<file path="src/rtl/imm_extend_pipe.sv">
// ============================================================================
// Module   : imm_extend_pipe
// Brief    : Pipelined immediate/operand extension unit with a registered
//            output stage and a one-entry skid buffer (valid/ready on both
//            sides, in_ready fully registered).
// Revision : 1.0 - initial release
// ============================================================================
`default_nettype none

module imm_extend_pipe #(
    parameter int IN_WIDTH  = 16,
    parameter int OUT_WIDTH = 32,
    parameter int TAG_WIDTH = 5
) (
    input  logic                 clk,
    input  logic                 rst_n,
    input  logic                 in_valid,
    output logic                 in_ready,
    input  logic [IN_WIDTH-1:0]  in_data,
    input  logic [2:0]           in_mode,
    input  logic [TAG_WIDTH-1:0] in_tag,
    output logic                 out_valid,
    input  logic                 out_ready,
    output logic [OUT_WIDTH-1:0] out_data,
    output logic [TAG_WIDTH-1:0] out_tag,
    output logic                 mode_err,
    input  logic                 err_clr
);

    localparam logic [2:0] MODE_SIGN   = 3'b000;
    localparam logic [2:0] MODE_ZERO   = 3'b001;
    localparam logic [2:0] MODE_UPPER  = 3'b010;
    localparam logic [2:0] MODE_BSIGN  = 3'b011;
    localparam logic [2:0] MODE_BZERO  = 3'b100;
    localparam logic [2:0] MODE_BRANCH = 3'b101;

    // Output register (OR) and skid register (SK) state.
    logic                 or_valid_q, or_valid_d;
    logic [OUT_WIDTH-1:0] or_data_q,  or_data_d;
    logic [TAG_WIDTH-1:0] or_tag_q,   or_tag_d;
    logic                 sk_valid_q, sk_valid_d;
    logic [OUT_WIDTH-1:0] sk_data_q,  sk_data_d;
    logic [TAG_WIDTH-1:0] sk_tag_q,   sk_tag_d;
    logic                 in_ready_q, in_ready_d;
    logic                 mode_err_q, mode_err_d;

    logic                 w_accept;
    logic                 w_drain;
    logic                 w_or_free;
    logic                 w_illegal;
    logic [OUT_WIDTH-1:0] w_sext;
    logic [OUT_WIDTH-1:0] w_ext;

    assign w_accept  = in_valid && in_ready_q;
    assign w_drain   = or_valid_q && out_ready;
    assign w_or_free = !or_valid_q || w_drain;
    assign w_illegal = in_mode[2] && in_mode[1];

    // Full-width sign extension is shared by sign and branch modes.
    assign w_sext = {{(OUT_WIDTH-IN_WIDTH){in_data[IN_WIDTH-1]}}, in_data};

    // Extension happens before storage so both OR and SK hold final results.
    always_comb begin
        w_ext = '0;
        case (in_mode)
            MODE_SIGN:   w_ext = w_sext;
            MODE_ZERO:   w_ext = {{(OUT_WIDTH-IN_WIDTH){1'b0}}, in_data};
            MODE_UPPER:  w_ext = {in_data, {(OUT_WIDTH-IN_WIDTH){1'b0}}};
            MODE_BSIGN:  w_ext = {{(OUT_WIDTH-8){in_data[7]}}, in_data[7:0]};
            MODE_BZERO:  w_ext = {{(OUT_WIDTH-8){1'b0}}, in_data[7:0]};
            MODE_BRANCH: w_ext = {w_sext[OUT_WIDTH-3:0], 2'b00};
            default:     w_ext = '0;
        endcase
    end

    // Next-state for OR/SK: SK always refills OR first to keep FIFO order.
    always_comb begin
        or_valid_d = or_valid_q && !w_drain;
        or_data_d  = or_data_q;
        or_tag_d   = or_tag_q;
        sk_valid_d = sk_valid_q;
        sk_data_d  = sk_data_q;
        sk_tag_d   = sk_tag_q;
        if (w_or_free) begin
            if (sk_valid_q) begin
                or_valid_d = 1'b1;
                or_data_d  = sk_data_q;
                or_tag_d   = sk_tag_q;
                sk_valid_d = w_accept;
                if (w_accept) begin
                    sk_data_d = w_ext;
                    sk_tag_d  = in_tag;
                end
            end else if (w_accept) begin
                or_valid_d = 1'b1;
                or_data_d  = w_ext;
                or_tag_d   = in_tag;
            end
        end else if (w_accept) begin
            sk_valid_d = 1'b1;
            sk_data_d  = w_ext;
            sk_tag_d   = in_tag;
        end
        // Registered ready: accept next cycle only while the skid slot is free.
        in_ready_d = !sk_valid_d;
    end

    // Sticky illegal-mode flag; a new error wins over a simultaneous clear.
    always_comb begin
        mode_err_d = mode_err_q;
        if (w_accept && w_illegal) begin
            mode_err_d = 1'b1;
        end else if (err_clr) begin
            mode_err_d = 1'b0;
        end
    end

    // State registers; reset flushes all buffered transactions.
    always_ff @(posedge clk or negedge rst_n) begin
        if (!rst_n) begin
            or_valid_q <= 1'b0;
            or_data_q  <= '0;
            or_tag_q   <= '0;
            sk_valid_q <= 1'b0;
            sk_data_q  <= '0;
            sk_tag_q   <= '0;
            in_ready_q <= 1'b0;
            mode_err_q <= 1'b0;
        end else begin
            or_valid_q <= or_valid_d;
            or_data_q  <= or_data_d;
            or_tag_q   <= or_tag_d;
            sk_valid_q <= sk_valid_d;
            sk_data_q  <= sk_data_d;
            sk_tag_q   <= sk_tag_d;
            in_ready_q <= in_ready_d;
            mode_err_q <= mode_err_d;
        end
    end

    assign in_ready  = in_ready_q;
    assign out_valid = or_valid_q;
    assign out_data  = or_data_q;
    assign out_tag   = or_tag_q;
    assign mode_err  = mode_err_q;

endmodule

`default_nettype wire

</file>
<file path="config.mk">
export PLATFORM = sky130hd
export DESIGN_NAME = imm_extend_pipe
export DESIGN_NICKNAME = d
export VERILOG_FILES = /design/src/rtl/imm_extend_pipe.sv
export SDC_FILE = /design/constraint.sdc
export NUM_CORES = 1
export LEC_CHECK = 0
export ABC_AREA = 1
export CAP_MARGIN = 20
export CORE_ASPECT_RATIO = 0.75
export CORE_UTILIZATION = 55
export CTS_CLUSTER_DIAMETER = 150
export DETAILED_ROUTE_END_ITERATION = 10
export DONT_BUFFER_PORTS = 1
export PLACE_DENSITY = 0.8
export SYNTH_ARGS = -nofsm -noshare
export SYNTH_HDL_FRONTEND = slang
export SYNTH_SLANG_ARGS = --single-unit
export TNS_END_PERCENT = 30
</file>
<file path="constraint.sdc">
create_clock -name clk -period 1.6 [get_ports clk]
set_clock_uncertainty 0.15 [all_clocks]
set_input_delay 0.32 -clock clk [delete_from_list [all_inputs] [get_ports clk]]
set_output_delay 0.32 -clock clk [all_outputs]
set_load 0.05 [all_outputs]
</file>
Word-level counts from Yosys, hierarchy flattened
Index checks and enable logic that the tools add are counted.
{"block": "totals", "regBits": 78, "memories": 0, "output_inout_bits": 40, "romBits": 0, "in_bits": 29, "latch_bits": 0, "mem_bits_rw": 0}
{"block": "op_classes", "shifts": 0, "n_mux": 19, "mul": 0, "addsub": 0, "n_lt_le_gt_ge": 0, "bitwise_logic": 0, "n_reduce_logical": 13, "eq_ne": 6, "n_div": 0}
{"operator": "one-hot mux 32 bit (6 select lines)", "count": 1}
{"operator": "two-way mux 32 bit", "count": 5}
{"operator": "two-way mux 5 bit", "count": 5}
{"operator": "two-way mux 1 bit", "count": 8}
{"operator": "== test 3 x 2 -> 1 bit, second input constant", "count": 2}
{"operator": "== test 3 bit, second input constant", "count": 2}
{"operator": "logical AND 1 bit", "count": 5}
{"operator": "nonzero test 2 bit", "count": 2}
{"operator": "== test 3 x 1 -> 1 bit, second input constant", "count": 1}
{"operator": "zero test 1 bit", "count": 3}
{"operator": "zero test 3 bit", "count": 1}
{"operator": "inequality test 2 bit, second input constant", "count": 1}
{"operator": "AND reduction 2 bit", "count": 1}
{"operator": "logical OR 1 bit", "count": 1}

Depth between registers and ports, before layout
Gate-level depths: netlist of run 1.
{"block": "logic_depth", "ltp_word": 6, "ltp_mapped": 9, "ltp_nobuf": 8}

Worst setup path after synthesis of run 1
No wires, ideal clock.
{"block": "synth_timing", "path_kind": "register to register", "startpoint": "reg or_valid_q, in the netlist out_valid", "endpoint": "reg sk_data_q[24]", "required_ps": 1316, "arrival_time_ps": 1378, "path_slack_ps": -61, "stages_incl_launch_ff": 5, "synth_period_minus_slack_ps": 1661, "cell_sequence": "dfrtp_1 nand2_1 a21oi_2 buf_1 o21ai_0"}
{"block": "synth_between", "elab_chain_cells": 3, "word_cells_on_any_way": 5, "cone_classes": "eq/ne: 1; mux: 1; reduce/logical: 3"}
{"item": "from (decl)", "line": "38", "text": "logic or_valid_q, or_valid_d;"}
{"item": "from (signal assigned)", "line": "130", "text": "or_valid_q <= or_valid_d;"}
{"item": "zero test 1 bit / logical AND 1 bit (equally long branches)", "line": "56, 55"}
{"item": "logical OR 1 bit *", "line": "56", "text": "assign w_or_free = !or_valid_q || w_drain;"}
{"item": "inequality test 2 bit (no source line) / two-way mux 32 bit (equally long branches)"}
{"item": "to (signal assigned)", "line": "134", "text": "sk_data_q <= sk_data_d;"}
{"item": "to (decl)", "line": "42", "text": "logic [OUT_WIDTH-1:0] sk_data_q, sk_data_d;"}
Every way passes the cells marked *; elsewhere a longest branch is shown, timed or not.
A chain may end at the register's enable or synchronous reset.

Final worst setup path of run 1
{"block": "layout_timing", "startpoint": "reg or_data_q[1], in the netlist out_data[1]", "endpoint": "out out_data[1]"}
{"item": "from (decl)", "line": "39", "text": "logic [OUT_WIDTH-1:0] or_data_q, or_data_d;"}
{"item": "from (signal assigned)", "line": "131", "text": "or_data_q <= or_data_d;"}
{"item": "to (decl)", "line": "24", "text": "output logic [OUT_WIDTH-1:0] out_data,"}
No word-level cell between the ends.

==> flow_summary_export.csv, run 1 <==
group,metric,value,unit
global_route,grt_start_max_net_pins,79,
yosys,synth_top_cell_area_share,0.492,
min_path,min_path_type,"in2async",
floorplan,start_util,0.575,
timing,rsz0062_at_grt,"false",
global_route,grt_usage,0.251,
placement,place_area,3990,um^2
cells_and_area,fill_cells,606,
cells_and_area,drive_gt1_frac,0.110,
floorplan,core,6900,um^2
clock_tree,cts_max_level,3,
floorplan,die_h,75.6,um
power_and_ir_drop,power_density,2110,nW/um^2
placement,gp_congestion,0.904,
yosys,ys_types,27,
timing,timing.setup.tns,0,ps
worst_setup_path,cp.required,1130,ps
cells_and_area,final_cell_area,4320,um^2
timing,hold_viol,78,
floorplan,ios,69,
detailed_routing,vias_per_cell,5.20,
cells_and_area,multiInputGateArea,1610,um^2
floorplan,die_x,100,um
worst_setup_path,crit_arrival,1030,ps
detailed_routing,num_vias,3242,
detailed_routing,routedWlPerCell,14.0,um
clock_tree,cts_sinks,78,
cells_and_area,insertedDiodeCount,0,
worst_setup_path,timing.rr.start,"sk_valid_q",
worst_setup_path,end_kind,"primary output",
power_and_ir_drop,p_leak,2.27,nW
global_route,antenna_found_initial,0,
clock_tree,insertion_delay,350,ps
timing,maxSlewHeadroom,0.653,
global_route,grt_pass1_wl,14600,um
detailed_routing,drc,0,
yosys,synth_nets,549,
cells_and_area,post-route-util,0.626,
timing,whs,-500,ps
yosys,synth_cells,520,
clock_tree,cts_made_buffers,9,
placement,place_ws,107,ps
timing,fmax,0.668,GHz
clock_tree,hold_buffers,6,
run_status,run_status,"complete, but fails checks",
yosys,yosysWarnings,0,
cells_and_area,nets,549,
timing,worst_pin_slew,520,ps
worst_setup_path,cp_max_fo,2,
run_status,violations,"hold timing",
clock_tree,clockBufferDepth,2,
yosys,synth_top_cell_by_area,"dfrtp_1",
worst_setup_path,regToRegSetupSlack,110,ps
detailed_routing,ant_nets,0,
worst_setup_path,cp-startpoint,"out_data[1]",
yosys,avgSynthCellArea,7.63,um^2
power_and_ir_drop,peakVddDrop,1.82,mV
timing,maxSlewViolCount,0,
timing,setup_violations,0,
yosys,ys_seq_area_frac,0.492,
detailed_routing,drtPass1Iterations,4,
clock_tree,path_clk_slew,80,ps
worst_setup_path,cp-endpoint,"out_data[1]",
detailed_routing,wl,8710,um
detailed_routing,initialDrtViolationCount,146,
timing,period_share,0.935,
clock_tree,cts_root_buf,"clkbuf_8",
yosys,synth.ff_latch_count,78,
worst_setup_path,crit_type,"reg2out",
worst_setup_path,cp.depth,0,
worst_setup_path,r2r_cells,7,
global_route,grt_pass1_vias,3262,
timing,fin_crit,1500,ps
floorplan,rows,26,
job,maxCapViolations,0,
worst_setup_path,crit_path_start_kind,"flop",
yosys,syn_area,3970,um^2
global_route,overflow,0,
cells_and_area,seq_area,1950,um^2
timing,layout_setup_ws,104,ps
worst_setup_path,timing.rr.end,"out_tag[4]",
floorplan,die_area,7560,um^2
placement,io_buffers,0,
placement,hpwlAfterDp,5830,um
cells_and_area,syn2layout_area_growth,8.83,%
yosys,synthTopCellsByArea,"dfrtp_1 (49%), nand2_1 (18%), inv_1 (4.6%)",
clock_tree,cts_tree,"yes",
## worst min path at each step
| stage | startpoint | end | slack, ps | cells after the start |
|---|---|---|---|---|
| 5_1_grt | rst_n | out_data[12] | -520 | 0 |
| 3_3_place_gp | rst_n | out_data[13] | -120 | 0 |
| 6_report | rst_n | out_data[13] | -500 | 0 |
| 2_1_floorplan | rst_n | in_ready | -130 | 0 |
| 4_1_cts | rst_n | out_data[18] | -510 | 0 |
| 3_5_place_dp | rst_n | out_data[12] | -120 | 0 |
## cell usage in the layout (no fill, tap or decap), types with 5 or more instances in the layout
master,n
clkbuf_8,11
buf_4,7
inv_1,49
nor2_1,38
dlygate4sd3_1,6
nand3_1,26
nand2_1,185
dfrtp_1,76
a31oi_1,5
o21ai_1,17
nor2_2,11
a21oi_1,33
o21ai_0,30
## cells in the mapped netlist
cell	instances
a21oi_1	33
a21oi_2	1
a31oi_1	5
buf_1	1
buf_12	1
buf_2	9
buf_4	7
buf_6	7
clkbuf_1	3
dfrtp_1	78
inv_1	49
inv_2	4
inv_4	2
nand2_1	186
nand2_2	3
nand3_1	26
nand3_2	1
nand3_4	1
nand4_1	1
nand4_2	1
nor2_1	38
nor2_2	11
nor2_4	2
o21ai_0	30
o21ai_1	17
o21ai_2	2
o32ai_1	1
## logic make-up (layout without fill, tap and decap cells)
kind of cell / after synthesis / after routing / share of synthesized area
simple gates: 270 / 270 / 0.284
flops: 78 / 78 / 0.492
compound gates: 89 / 89 / 0.118
buf+inv: 83 / 88 / 0.107
## through the flow
step | instances | total power [mW]
floorplan | 520 | 6.78
global placement | 600 | 7.21
detailed placement | 600 | 7.35
CTS | 622 | 9.06
global route | 623 | 9.72
finish | 623 | 9.13
## timing repair
action,4_1_cts,5_1_grt
endpoints found under the hold margin,89,78
setup endpoints to repair,0,1
setup buffers,0,0
gates resized for setup,0,3
## cell type report
class,instances,share of cell area
Multi-Input combinational cell,359,0.373
Inverter,55,0.0490
Tap cell,98,0.0284
Timing Repair Buffer,17,0.0437
Clock buffer,11,0.0351
Sequential cell,78,0.452
Clock inverter,5,0.0188
## layer usage
layer	vias up	GRT usage	wire, um
met5	-	0	0
met2	96	0.406	3980
met1	1505	0.315	3830
met3	15	0.0872	781
met4	0	0.103	123
li1	1626	-	-
## power by group
group | internal, mW | switching (mW) | total (mW)
Sequential | 2.85 | 1.96 | 4.81
Clock | 0.963 | 0.727 | 1.69
Combinational | 0.937 | 1.69 | 2.63
## registers in the layout, summed over array words and instances (netlist names)
signal      count
out_data       32
out_valid       1
out_tag         5
sk_valid_q      1
in_ready        1
sk_data_q      32
mode_err        1
sk_tag_q        5
(Power assumes the default switching activity.)
==> inputs of run 2 (changes only) <==
PLACE_DENSITY = 0.83   (was 0.8)
clock period = 1.3 ns   (was 1.6 ns; I/O delays follow)
==> run 2 against run 1 <==
- the flow finishes with violations (hold timing, setup timing)
- hold slack lost 65 ps
- count of clock-buffer cells in the layout down 1
- cell count grew 3.5%
- via count is 11% higher
- combinational power increased by 94%
- register-to-register slack worse by 260 ps
- total power increased by 42%
- sequential power up 26%
- non-clock buffer count grew 22
- first-iteration DRC count increased by 95%
- sequential share of layout area shrank 5.2 points
- final area up 16%
- critical path type is now reg2reg
==> flow_summary_export.csv, run 2 (synthesized netlist as in run 1, its figures left out) <==
group,metric,value,unit
run_status,run_status,"complete, but fails checks",
run_status,violations,"hold timing, setup timing",
detailed_routing,wl,11100,um
global_route,overflow,0,
placement,hpwlAfterDp,6200,um
detailed_routing,drtPass1Iterations,5,
power_and_ir_drop,p_leak,2.47,nW
worst_setup_path,crit_path_start_kind,"flop",
clock_tree,insertion_delay,360,ps
timing,timing.setup.tns,-7110,ps
power_and_ir_drop,total_power,13.0,mW
timing,maxSlewViolCount,0,
worst_setup_path,crit_arrival,1580,ps
power_and_ir_drop,swShare,0.491,
clock_tree,hold_buffers,10,
clock_tree,cts_made_buffers,9,
timing,whs,-565,ps
timing,maxSlewHeadroom,0.678,
placement,place_ws,-113,ps
placement,gp_congestion,0.838,
cells_and_area,drive_gt1_frac,0.325,
cells_and_area,post-route-util,0.724,
global_route,grt_pass1_wl,15500,um
placement,placedCellCount,605,
floorplan,core,6900,um^2
cells_and_area,finalNonFillerCells,645,
detailed_routing,vias_per_cell,5.59,
placement,io_buffers,0,
clock_tree,cts_root_buf,"clkbuf_8",
global_route,antenna_found_initial,0,
floorplan,ios,69,
min_path,min_path_type,"in2async",
detailed_routing,ant_nets,0,
power_and_ir_drop,pwr-share-comb,0.392,
timing,hold_viol,78,
timing,setup_violations,107,
timing,worst_pin_slew,482,ps
cells_and_area,fill_cells,514,
worst_setup_path,end_kind,"flop",
clock_tree,cts_tree,"yes",
clock_tree,path_clk_slew,80,ps
global_route,grt_pass1_vias,3193,
power_and_ir_drop,p_switching,6.37,mW
clock_tree,cts_max_level,3,
power_and_ir_drop,power_frac_clock,0.142,
power_and_ir_drop,power_density,2600,nW/um^2
power_and_ir_drop,cell_internal_pwr,6.62,mW
worst_setup_path,crit_type,"reg2reg",
detailed_routing,initialDrtViolationCount,284,
timing,fin_crit,1450,ps
cells_and_area,layout_common_cells,"nand2_1 (151), inv_1 (49), dfrtp_1 (40)",
clock_tree,cts_sinks,78,
floorplan,start_util,0.575,
floorplan,rows,26,
cells_and_area,insertedDiodeCount,0,
worst_setup_path,cp.required,1420,ps
timing,period_share,1.12,
timing,layout_setup_ws,-152,ps
floorplan,die_h,75.6,um
floorplan,die_area,7560,um^2
global_route,grt_usage,0.272,
cells_and_area,syn2layout_area_growth,25.8,%
floorplan,die_x,100,um
detailed_routing,num_vias,3604,
cells_and_area,layout_commonest_cell,"nand2_1",
worst_setup_path,cp_max_fo,8,
power_and_ir_drop,seqPwrFrac,0.466,
power_and_ir_drop,peakVddDrop,1.40,mV
clock_tree,clockBufferDepth,2,
job,maxCapViolations,0,
timing,fmax,0.689,GHz
detailed_routing,drc,0,
timing,rsz0062_at_grt,"true",
global_route,grt_start_max_net_pins,79,
cells_and_area,nets,571,
detailed_routing,routedWlPerCell,17.2,um
==> run 2: critical path, stage by stage (launching register included) <==
cell,delay (ps)
dfrtp_2,400
nand2_4,80
buf_6,120
a21oi_4,190
buf_6,160
buf_12,130
nand2_2,50
o21ai_1,90
==> run 2: power groups by stage <==
stage	clock network (mW)	registers, mW	logic, mW
after CTS	1.86	5.95	3.76
after global routing	1.95	6.16	5.51
after detailed placement	0	5.87	3.40
after floorplan	0	5.89	2.51
after global placement	0	5.84	3.24
final	1.84	6.06	5.09
==> run 2: layer usage <==
| layer | global-route usage | vias up | routed length (um) |
|---|---|---|---|
| li1 | - | 1673 | - |
| met1 | 0.350 | 1728 | 4550 |
| met2 | 0.463 | 178 | 5370 |
| met3 | 0.0679 | 25 | 932 |
| met4 | 0.0886 | 0 | 215 |
| met5 | 0 | - | 0 |
==> run 2: area by class of cell <==
type / instances / area, um^2 / area share
flip-flops and latches: 78 / 2000 / 0.401
clock inverters: 6 / 71.3 / 0.0143
inverters: 55 / 211 / 0.0424
clock buffers: 10 / 128 / 0.0256
repair buffers: 39 / 546 / 0.109
well taps: 98 / 123 / 0.0246
multi-input cells: 359 / 1910 / 0.383
==> run 2: timing repair <==
item	CTS	global route
pin swaps	1	31
cloned	2	6
gates resized for setup	43	101
hold endpoints to repair	91	78
setup buffers	1	5
endpoints found under the setup margin	115	116
==> run 2: stage by stage <==
step | hold WS [ps] | area (um^2)
global placement | -184 | 4060
finish | -565 | 4990
detailed placement | -184 | 4060
floorplan | -186 | 3990
global route | -580 | 4990
CTS | -575 | 4500
==> run 2: final timing paths <==
path                        startpoint             to  slack [ps]  depth (start not counted)
max reg2reg                   in_ready  sk_data_q[16]        -150                          7
max in group asynchronous        rst_n       in_ready        1410                          0
min in group clk            in_data[7]   sk_data_q[9]          10                          4
max                           in_ready  sk_data_q[16]        -150                          7
min                              rst_n    out_data[7]        -570                          0
min reg2reg                sk_tag_q[0]    sk_tag_q[0]         330                          2
==> RTL edit 1 (config.mk and constraints of run 1) <==
Reset style: synchronous (`rst_n`), changed in one clocked block.
--- a/src/rtl/imm_extend_pipe.sv
+++ b/src/rtl/imm_extend_pipe.sv
@@ -116,7 +116,7 @@
     end
 
     // State registers; reset flushes all buffered transactions.
-    always_ff @(posedge clk or negedge rst_n) begin
+    always_ff @(posedge clk) begin
         if (!rst_n) begin
             or_valid_q <= 1'b0;
             or_data_q  <= '0;
Behaviour: differs if rst_n is asserted again (counterexample within 4 cycles, from zero or initial values and one cycle with rst_n low); with rst_n held inactive, the same outputs for 10 cycles.
==> RTL edit 1 against run 1 <==
The run still ends with negative hold slack left; count of clock-buffer cells in the layout is 2 higher; worst hold slack better by 0.47 ns; routed wire length up 6.7%; area after synthesis shrank 12%; sequential cell count unchanged; setup slack better by 0.0069 ns; cell area is 9.6% lower; critical endpoint unchanged.
Power is not compared: it rests on default switching activity, and its combinational part moved more than twofold at a synthesized area within 25%.
==> RTL edit 1: results (changes against run 1) <==
\begin{tabular}{lr}
\hline
Metric & Value \\
\hline
\multicolumn{2}{l}{\textbf{Final layout}} \\
\quad Share of cell area taken by multi-input logic gates & 0.424 (+0.0515) \\
\quad Share of final-layout standard cells stronger than drive strength 1 & 0.105 (-0.00511) \\
\quad Proportion of cell area spent on the clock network & 0.0455 (-0.00837) \\
\quad Final-layout clock buffer total & 13 (+2) \\
\quad Number of ordinary and repair buffers in the finished layout & 33 (+16) \\
\quad Non-clock inverter total of the final layout & 29 (-47\%) \\
\quad Non-clock buffering overhead in the final layout & 0.0769 (+0.0332) \\
\quad Area growth from synthesis to layout & 11.5\% \\
\quad Count of multi-input gates & 347 (-3.3\%) \\
\quad Number of nets at the end of the flow & 527 (-4.0\%) \\
\multicolumn{2}{l}{\textbf{GRT}} \\
\quad Wire length of the first global-routing pass & 14700 um (+1.1\%) \\
\quad Pin count of the biggest net entering global routing & 75 (-5.1\%) \\
\quad Via count of the first global-routing pass & 2982 (-8.6\%) \\
\multicolumn{2}{l}{\textbf{Logic synthesis}} \\
\quad Post-synth top area share & 0.446 (-0.0458) \\
\quad Number of different library cells in the post-synthesis netlist & 21 (-22\%) \\
\quad Synth top area cells & sky130\_fd\_sc\_hd\_\_dfxtp\_1, sky130\_fd\_sc\_hd\_\_o21ai\_0, sky130\_fd\_sc\_hd\_\_a21oi\_1 \\
\quad Post-synth ARST share & 0 (-1.00) \\
\quad Synthesized net count & 521 (-5.1\%) \\
\quad Commonest cells post-synth & sky130\_fd\_sc\_hd\_\_o21ai\_0, sky130\_fd\_sc\_hd\_\_a21oi\_1, sky130\_fd\_sc\_hd\_\_dfxtp\_1, sky130\_fd\_sc\_hd\_\_nor2\_1, sky130\_fd\_sc\_hd\_\_nand2\_1 \\
\quad Share of synthesized area occupied by flip-flops and latches & 0.446 (-0.0458) \\
\quad Compound-cell area share of the yosys netlist & 0.282 (+0.164) \\
\multicolumn{2}{l}{\textbf{Timing}} \\
\quad Final number of hold-violating endpoints & 2 (-97\%) \\
\quad Tightest hold margin & -0.0303 ns (+0.470 ns) \\
\quad Transition time at the pin with the least slew margin & 0.536 ns (+0.0158 ns) \\
\multicolumn{2}{l}{\textbf{Min path}} \\
\quad Class of the most critical hold timing path & in2reg \\
\multicolumn{2}{l}{\textbf{Place}} \\
\quad Hpwl dp & 6020 um (+3.2\%) \\
\quad Cell area after placement & 0.00365 sq mm (-8.6\%) \\
\quad Final GP Congestion & 0.959 (+6.1\%) \\
\quad Minimum setup slack after placement & 0.146 ns (+0.0394 ns) \\
\multicolumn{2}{l}{\textbf{Routing}} \\
\quad Number of DRC markers after the initial detailed-route iteration & 269 (+84\%) \\
\quad Vias after detailed routing & 3400 (+4.9\%) \\
\quad Length of the first detailed-routing pass in iterations & 5 (+1) \\
\quad Sum of routed wire length over all layers & 9290 um (+6.7\%) \\
\multicolumn{2}{l}{\textbf{Outcome}} \\
\quad Run status & complete, but fails checks \\
\quad Failing checks & negative hold slack \\
\multicolumn{2}{l}{\textbf{Floorplan}} \\
\quad Tap cells & 78 (-20\%) \\
\hline
\end{tabular}
==> RTL edit 1: worst register-to-register path: stages, from the launching register on <==
cell and delay (ns):
sky130_fd_sc_hd__dfxtp_2 0.32, sky130_fd_sc_hd__nand2_1 0.18, sky130_fd_sc_hd__nand2_1 0.10, sky130_fd_sc_hd__nand2_2 0.09, sky130_fd_sc_hd__inv_2 0.05, sky130_fd_sc_hd__buf_12 0.16, sky130_fd_sc_hd__o21ai_0 0.21, sky130_fd_sc_hd__a21oi_1 0.07
==> RTL edit 1: stage by stage <==
step / instances / hold slack [ns] / total power [mW]
6_report: 581 / -0.0303 / 4.13
4_1_cts: 574 / -0.0610 / 4.11
5_1_grt: 581 / 0.000959 / 4.31
3_5_place_dp: 558 / 0.308 / 2.80
2_1_floorplan: 492 / 0.297 / 2.69
3_3_place_gp: 558 / 0.307 / 2.79
==> RTL edit 1: path summary, 6_finish.rpt <==
kind	from	to	slack [ns]
setup / recovery	out_data[1]	out_data[1]	0.11
hold / removal	in_tag[4]	sk_tag_q[4]	-0.03
setup reg to reg	in_ready	out_data[9]	0.16
hold reg to reg	sk_tag_q[2]	out_tag[2]	0.33
==> RTL edit 1: kinds of logic (layout without fill, tap and decap cells) <==
| kind of cell | count (synthesis) | in the layout |
|---|---|---|
| AOI/OAI and AO/OA | 190 | 190 |
| buffers and inverters | 67 | 78 |
| DFF | 78 | 78 |
| and+or+nand+nor | 157 | 157 |
==> RTL edit 1: routing by layer <==
metal / global-route usage / part of all wire / vias up
li1: - / - / 1682
met1: 0.387 / 0.44 / 1521
met2: 0.419 / 0.44 / 174
met3: 0.106 / 0.10 / 23
met4: 0.0957 / 0.018 / 0
met5: 0 / 0 / -
==> RTL edit 2 (flow settings as in run 1) <==
Without the edit above. The parameter `TAG_WIDTH` goes from 5 to 10.
--- a/src/rtl/imm_extend_pipe.sv
+++ b/src/rtl/imm_extend_pipe.sv
@@ -10,7 +10,7 @@
 module imm_extend_pipe #(
     parameter int IN_WIDTH  = 16,
     parameter int OUT_WIDTH = 32,
-    parameter int TAG_WIDTH = 5
+    parameter int TAG_WIDTH = 10
 ) (
     input  logic                 clk,
     input  logic                 rst_n,
Interface: changed (resized in_tag and out_tag); port bits go from 69 to 79. The function was not compared with the original's and may differ.
==> RTL edit 2 against run 1 <==
Cell count increased by 8.8%; critical endpoint is now out_data[28]; power increased by 11%; highest routed layer unchanged; cell area increased by 9.4%; via count increased by 15%; area after synthesis increased by 8.0%; routed wire length increased by 21%; the flow still finishes with violations (negative hold slack); setup slack got worse by 0.045 ns; die area increased by 7.8%; sequential power increased by 14%; sequential cell count increased by 10; utilization increased by 0.98 points.
==> RTL edit 2: results (changes against run 1) <==
\begin{tabular}{lr}
\hline
Metric & Value \\
\hline
\multicolumn{2}{l}{\textbf{Logic synthesis}} \\
\quad Commonest cells post-synth & sky130\_fd\_sc\_hd\_\_nand2\_1, sky130\_fd\_sc\_hd\_\_dfrtp\_1, sky130\_fd\_sc\_hd\_\_nor2\_1, sky130\_fd\_sc\_hd\_\_inv\_1, sky130\_fd\_sc\_hd\_\_o21ai\_0 \\
\quad Synthesized net count & 602 (+9.7\%) \\
\quad Synth top area cells & sky130\_fd\_sc\_hd\_\_dfrtp\_1, sky130\_fd\_sc\_hd\_\_nand2\_1, sky130\_fd\_sc\_hd\_\_nor2\_1 \\
\quad Post-Syn Instances & 568 (+9.2\%) \\
\multicolumn{2}{l}{\textbf{Power and ir drop}} \\
\quad Static leakage & 2.48 nW (+9.1\%) \\
\quad Largest voltage drop on the vdd net & 1380 uV (-24\%) \\
\quad Cell-internal power & 5.14 mW (+8.3\%) \\
\quad Switching power as a share of total power & 0.494 (+0.0140) \\
\multicolumn{2}{l}{\textbf{GRT}} \\
\quad GRT met2 Usage & 0.414 (+0.00787) \\
\quad Via count of the first global-routing pass & 3502 (+7.4\%) \\
\quad Met1 Track Usage GR & 0.362 (+0.0472) \\
\quad Pin count of the biggest net entering global routing & 89 (+13\%) \\
\multicolumn{2}{l}{\textbf{Routing}} \\
\quad Vias after detailed routing & 3725 (+15\%) \\
\quad Met3 routed wirelength & 1120 um (+43\%) \\
\multicolumn{2}{l}{\textbf{Outcome}} \\
\quad Run status & complete, but fails checks \\
\quad Failing checks & negative hold slack \\
\multicolumn{2}{l}{\textbf{Critical path}} \\
\quad Worst-path fanout max & 25 (+23) \\
\quad Type of the worst setup path & reg2reg \\
\quad Critical Path End & out\_data[28] \\
\quad Endpoint arrival time on the critical path & 1.65 ns (+0.62 ns) \\
\multicolumn{2}{l}{\textbf{Place}} \\
\quad Minimum setup slack after placement & 0.0483 ns (-0.0586 ns) \\
\quad Hpwl dp & 6770 um (+16\%) \\
\multicolumn{2}{l}{\textbf{Timing}} \\
\quad Final number of hold-violating endpoints & 88 (+13\%) \\
\quad Tightest hold margin & -0.516 ns (-0.0161 ns) \\
\quad Final setup slack of the worst path & 0.0585 ns (-0.0454 ns) \\
\multicolumn{2}{l}{\textbf{Clock tree}} \\
\quad Insertion delay to the later sink of the worst-skew pair & 0.37 ns (+0.02 ns) \\
\quad CTS clock-pin slew for the worst setup and hold paths & 0.10 ns (+0.02 ns) \\
\quad Number of hold buffers added after cts & 12 (+6) \\
\multicolumn{2}{l}{\textbf{Final layout}} \\
\quad Share of final-layout standard cells stronger than drive strength 1 & 0.0797 (-0.0308) \\
\hline
\end{tabular}
-- RTL edit 2: cell types whose count changed in the layout (fill, tap and decap cells not counted), moves of 3 or more --
cell	change
sky130_fd_sc_hd__a21oi_1	-3
sky130_fd_sc_hd__a31oi_1	+5
sky130_fd_sc_hd__dfrtp_1	+9
sky130_fd_sc_hd__dlygate4sd3_1	+6
sky130_fd_sc_hd__nand2_1	+30
sky130_fd_sc_hd__nor2_1	+17
sky130_fd_sc_hd__nor2_2	-7
sky130_fd_sc_hd__o21ai_0	+11
sky130_fd_sc_hd__o21ai_1	-9
-- RTL edit 2: critical path, cell delays in order, from the launching register on --
cell	delay (ns)
sky130_fd_sc_hd__dfrtp_2	0.45
sky130_fd_sc_hd__inv_4	0.10
sky130_fd_sc_hd__nand2_1	0.07
sky130_fd_sc_hd__nand2_2	0.12
sky130_fd_sc_hd__buf_4	0.30
sky130_fd_sc_hd__a21oi_1	0.09
sky130_fd_sc_hd__nand2_1	0.08
sky130_fd_sc_hd__nand2_1	0.05
-- RTL edit 2: area by class of cell --
type | instances | area, sq um
Inverter | 52 | 200
Tap cell | 101 | 126
Sequential cell | 88 | 2210
Clock buffer | 9 | 124
Fill cell | 658 | 2710
Clock inverter | 7 | 108
Timing Repair Buffer | 24 | 260
Multi-Input combinational cell | 397 | 1700
-- RTL edit 2: cell families (layout without fill, tap and decap cells) --
kind of cell | after synthesis | after routing | share of synthesized area
buffers and inverters | 83 | 92 | 0.0893
AND/OR/NAND/NOR | 306 | 306 | 0.284
flip-flops | 88 | 88 | 0.514
AO/OA/AOI/OAI | 91 | 91 | 0.113
-- RTL edit 2: timing repair --
item	4_1_cts	5_1_grt
gates resized for setup	0	4
hold endpoints to repair	109	88
setup endpoints to repair	0	29
